### config.mk
export PLATFORM = sky130hd
export DESIGN_NAME = if_fetch_buffer
export DESIGN_NICKNAME = d
export VERILOG_FILES = /design/src/rtl/if_fetch_buffer.sv
export SDC_FILE = /design/constraint.sdc
export NUM_CORES = 1
export LEC_CHECK = 0
export ABC_AREA = 1
export BUFFER_PORTS_ARGS = -buffer_cell sky130_fd_sc_hd__buf_2
export CORE_MARGIN = 4
export CORE_UTILIZATION = 26
export DETAILED_ROUTE_END_ITERATION = 12
export PLACE_DENSITY = 0.38
export SYNTH_ARGS = -nofsm -noshare
export SYNTH_HDL_FRONTEND = slang
export SYNTH_SLANG_ARGS = --single-unit
### constraint.sdc
create_clock -name clk -period 4.21 [get_ports clk]
set_input_delay 0.2105 -clock clk [delete_from_list [all_inputs] [get_ports clk]]
set_output_delay 0.2105 -clock clk [all_outputs]
set_load 0.1 [all_outputs]
### src/rtl/if_fetch_buffer.sv
// Fetch-to-decode FIFO of {pc, instr} pairs with valid/ready handshake and flush.
// Optional zero-latency empty bypass: define IF_FETCH_BUFFER_BYPASS_EN.
module if_fetch_buffer #(
    parameter int DEPTH = 4
) (
    input  logic                       clk,
    input  logic                       rst,
    input  logic                       in_valid,
    input  logic [31:0]                in_pc,
    input  logic [31:0]                in_instr,
    output logic                       in_ready,
    output logic                       out_valid,
    output logic [31:0]                out_pc,
    output logic [31:0]                out_pc_plus1,
    output logic [31:0]                out_instr,
    input  logic                       out_ready,
    input  logic                       flush,
    output logic [$clog2(DEPTH+1)-1:0] count
);
    localparam int PW = $clog2(DEPTH);
    localparam int CW = $clog2(DEPTH + 1);

    logic [63:0]   mem [DEPTH];
    logic [PW-1:0] wp;
    logic [PW-1:0] rp;
    logic          full;
    logic          empty;
    logic          byp_take;
    logic          push;
    logic          pop;
    logic [31:0]   sel_instr;

    assign full     = (count == CW'(DEPTH));
    assign empty    = (count == '0);
    assign in_ready = !full;

`ifdef IF_FETCH_BUFFER_BYPASS_EN
    logic byp;
    // An empty buffer forwards the incoming entry; it is only stored if decode stalls.
    assign byp       = empty && in_valid && !flush;
    assign byp_take  = byp && out_ready;
    assign out_valid = !empty || byp;
    assign out_pc    = byp ? in_pc    : mem[rp][63:32];
    assign sel_instr = byp ? in_instr : mem[rp][31:0];
`else
    assign byp_take  = 1'b0;
    assign out_valid = !empty;
    assign out_pc    = mem[rp][63:32];
    assign sel_instr = mem[rp][31:0];
`endif

    assign out_instr    = out_valid ? sel_instr : '0;
    assign out_pc_plus1 = out_pc + 32'd1;

    assign push = in_valid && in_ready && !flush && !byp_take;
    assign pop  = !empty && out_ready && !flush;

    always_ff @(posedge clk) begin
        if (rst || flush) begin
            wp    <= '0;
            rp    <= '0;
            count <= '0;
        end else begin
            if (push) wp <= wp + PW'(1);
            if (pop)  rp <= rp + PW'(1);
            case ({push, pop})
                2'b10:   count <= count + CW'(1);
                2'b01:   count <= count - CW'(1);
                default: count <= count;
            endcase
        end
    end

    always_ff @(posedge clk) begin
        if (push && !rst) mem[wp] <= {in_pc, in_instr};
    end
endmodule

==> impl_results.md <==
- Status: completed
- Row count: 78
- Peak VDD IR: 0.295 mV
- Sink Count: 265
- Setup TNS: 0 ns
- Period utilization: 0.881
- CP delay by family, top: simple AND/OR/NAND/NOR gates
- Fraction of layout cells with a size suffix above 1: 0.184
- Drc violations: 0
- Port bufs: 169
- Filler cells: 4712
- Global Route met3 Usage: 0.0304
- Vias in the first global route: 8976
- TritonCTS Buffers: 34
- Most frequent cell on the critical path: nand2_1
- IO Pins: 170
- Hpwl dp: 23700 um
- CP max FO: 45
- GRT met2 Usage: 0.241
- Slowest stage cell, crit path: dfxtp_4
- Max transition margin: 0.437
- Clock-pin transition on the worst setup and hold timing paths: 0.05 ns
- Hold path start: rst
- Final Slew Violations: 0
- Area grow syn2layout: 28.0%
- DRT antenna net count: 0
- Cell Count, Final, Fillers Out: 2065
- Maximum clock insertion buffer count: 3
- Startpoint types: flop
- Pre-Repair DR Iteration Count: 5
- Placed Cells: 1942
- Sequential area share after synthesis: 0.656
- Post-CTS setup buffer count: 0
- Reg-to-Reg Start: count[1]
- Critical Path End Type: output pin
- Fmax: 0.270 GHz
- Unrepaired setup endpoints after global routing: false
- CP Data Arrival Time: 3.50 ns
- Final WL: 36300 um
- Remaining Overflow, GRT: 0
- Minimum clock period: 3.71 ns
- Root Driver: clkbuf_16
- Lkg Pwr: 6.10 nW
- Min-delay worst type: in -> reg
- Routed WL per cell: 17.6 um
- Die Y: 223 um
- Internal: 4.57 mW
- Gate count after technology mapping: 1205
- Initial Utilization: 0.264
- Final Hold Vio Count: 0
- DR iter-0 viols: 619
- Hold depth: 4
- CP Depth: 13
- Antenna violations before repair: 3
- Comb pwr share: 0.115
- DIE AREA: 49600 um^2
- Yosys reg bits: 265
- Vias: 8996
- Busiest layer in global routing: met2
- Clock power frac: 0.414
- Avg Inst Size Synth: 9.95 um^2
- Vias/cell: 4.36
- RD Place Congestion: 0.879
- TritonCTS clock tree: yes
- Library cells used by synthesis: 26
- Fin nets: 1521
- Buffers and inverters on the worst path: 4
- Syn. warnings: 0
- Flop2flop setup slack: 1.81 ns
- GRT Util Overall: 0.145
- Max_cap viols: 0
- Flop pwr share: 0.472
- Met1 Usage GRT: 0.194
- Core area: 45500 um^2
- Kind of critical path: reg -> out
- Worst-Margin Slew: 0.842 ns
- Htree depth: 2
- First-pass GRT wire length: 55600 um
- Largest net degree at the start of global routing: 74
- Sw Share: 0.265
- R2R depth: 5
- FF-to-FF End: mem[2][22]
- Max stage delay on crit path: 0.73 ns
- Finish-stage setup viols: 0
- Worst-Skew Late Latency: 0.54 ns
- Clock Skew: 0.0200 ns
- Worst EP required: 4.00 ns
- Switching pwr: 1.65 mW
- Die Width: 223 um
- Mapped Nets: 1281
- CP Cell Sequence: buf_4 > nand2_1 > nand3_1 > o21ai_4 > inv_1 > ha_1 > inv_1 > nor2_2 > nand2_1 > nor2_2 > nand3_1 > nand2_1 > buf_12
- Post-synthesis cell area: 12000 um^2
- Pwr per Cell Area: 405 nW/um^2
kinds of logic after synthesis:
family,count (synthesis),share of synthesized area
buffers and inverters,123,0.0478
DFF,265,0.656
adders and majority gates,7,0.00793
xor gates and xnor gates,15,0.0110
and+or+nand+nor,679,0.228
AOI/OAI and AO/OA,116,0.0491
layer usage:
| layer | up-vias | share of wire | routed length, um |
|---|---|---|---|
| li1 | 4479 | - | - |
| met1 | 4277 | 0.47 | 17000 |
| met2 | 186 | 0.47 | 16900 |
| met3 | 50 | 0.047 | 1710 |
| met4 | 4 | 0.019 | 686 |
| met5 | - | 0.00074 | 27 |
how the worst max path moves through the flow:
stage | startpoint | to
finish | flop | out_pc_plus1[30]
CTS | flop | out_pc_plus1[29]
global route | flop | out_pc_plus1[30]
detailed placement | flop | out_pc_plus1[29]
floorplan | count[0] | mem[1][0]
global placement | flop | out_pc_plus1[29]
worst reg2reg max path, stage by stage, from the launching register on:
cell and delay, ns:
dfxtp_1 0.39, inv_1 0.10, nand3_1 0.12, nand3_1 0.33
nor2_4 0.78, buf_4 0.37
per-stage QoR:
step / cell area, um^2 / power (mW) / hold slack (ns) / util / setup WS, ns
2_1_floorplan: 12100 / 3.47 / 0.309 / - / -0.466
3_3_place_gp: 13700 / 3.66 / 0.431 / 0.301 / 0.986
3_5_place_dp: 13700 / 3.66 / 0.430 / 0.301 / 0.984
4_1_cts: 15300 / 6.34 / 0.0133 / 0.337 / 0.388
5_1_grt: 15300 / 6.48 / 0.0606 / 0.337 / 0.183
6_report: 15300 / 6.22 / 0.0529 / 0.337 / 0.501
area by class of cell:
cell class	instances	area (um^2)	share of cell area
timing repair buffer	254	1840	0.120
clock buffer	45	892	0.0581
inverter	73	280	0.0183
sequential	265	7880	0.513
antenna	1	2.50	0.000163
clock inverter	10	73.8	0.00481
tap	600	751	0.0489
multi-input combinational	817	3630	0.237
sequential cells by signal, summed over array words and instances (netlist names), named ones only:
signal	flops
rp	2
wp	2
mem	256
count	3
cells in the final DEF (no fill, tap or decap), types with 2 or more instances in the layout:
master	synthesis	routed
edfxtp_1	256	256
buf_4	4	14
inv_1	71	71
xor2_2	0	6
clkinv_1	0	5
dfxtp_1	9	7
nand4_1	7	7
clkbuf_16	0	34
a21oi_1	41	41
nand2_1	362	362
nand3_1	75	75
dfxtp_4	0	2
xor2_1	15	9
buf_12	0	13
dlygate4sd3_1	0	67
buf_2	19	160
nor2_4	0	4
inv_6	1	2
ha_1	6	6
o21ai_0	73	73
nor2_1	206	202
nor2_2	10	10
clkinv_2	0	3
clkbuf_1	12	11
nand2_2	16	16
cell usage after synthesis, drive strengths merged:
library cell    n  area, um^2
nor3            1        5.00
edfxtp        256        7690
nor2          216         836
o21ai          74         374
buf            38         249
or2             1        6.26
nand3          75         375
nand4           7        43.8
xor2           15         131
nand3b          1        7.51
dfxtp           9         180
inv            73         279
ha              6        75.1
a21oi          41         205
nand2         378        1460
fa              1        20.0
a32oi           1        8.76
clkbuf         12        45.0
power groups by stage:
stage               clock network [mW]  logic, mW  registers, mW
floorplan                            0      0.479           2.99
global placement                     0      0.670           2.99
detailed placement                   0      0.670           2.99
CTS                               2.68      0.723           2.93
global route                      2.79      0.761           2.93
finish                            2.57      0.714           2.93
repair_timing:
action,CTS,global route
hold endpoints to repair,260,0
gates resized for setup,0,0
hold buffers,67,0
No activity file was read; power rests on OpenSTA's default activity.
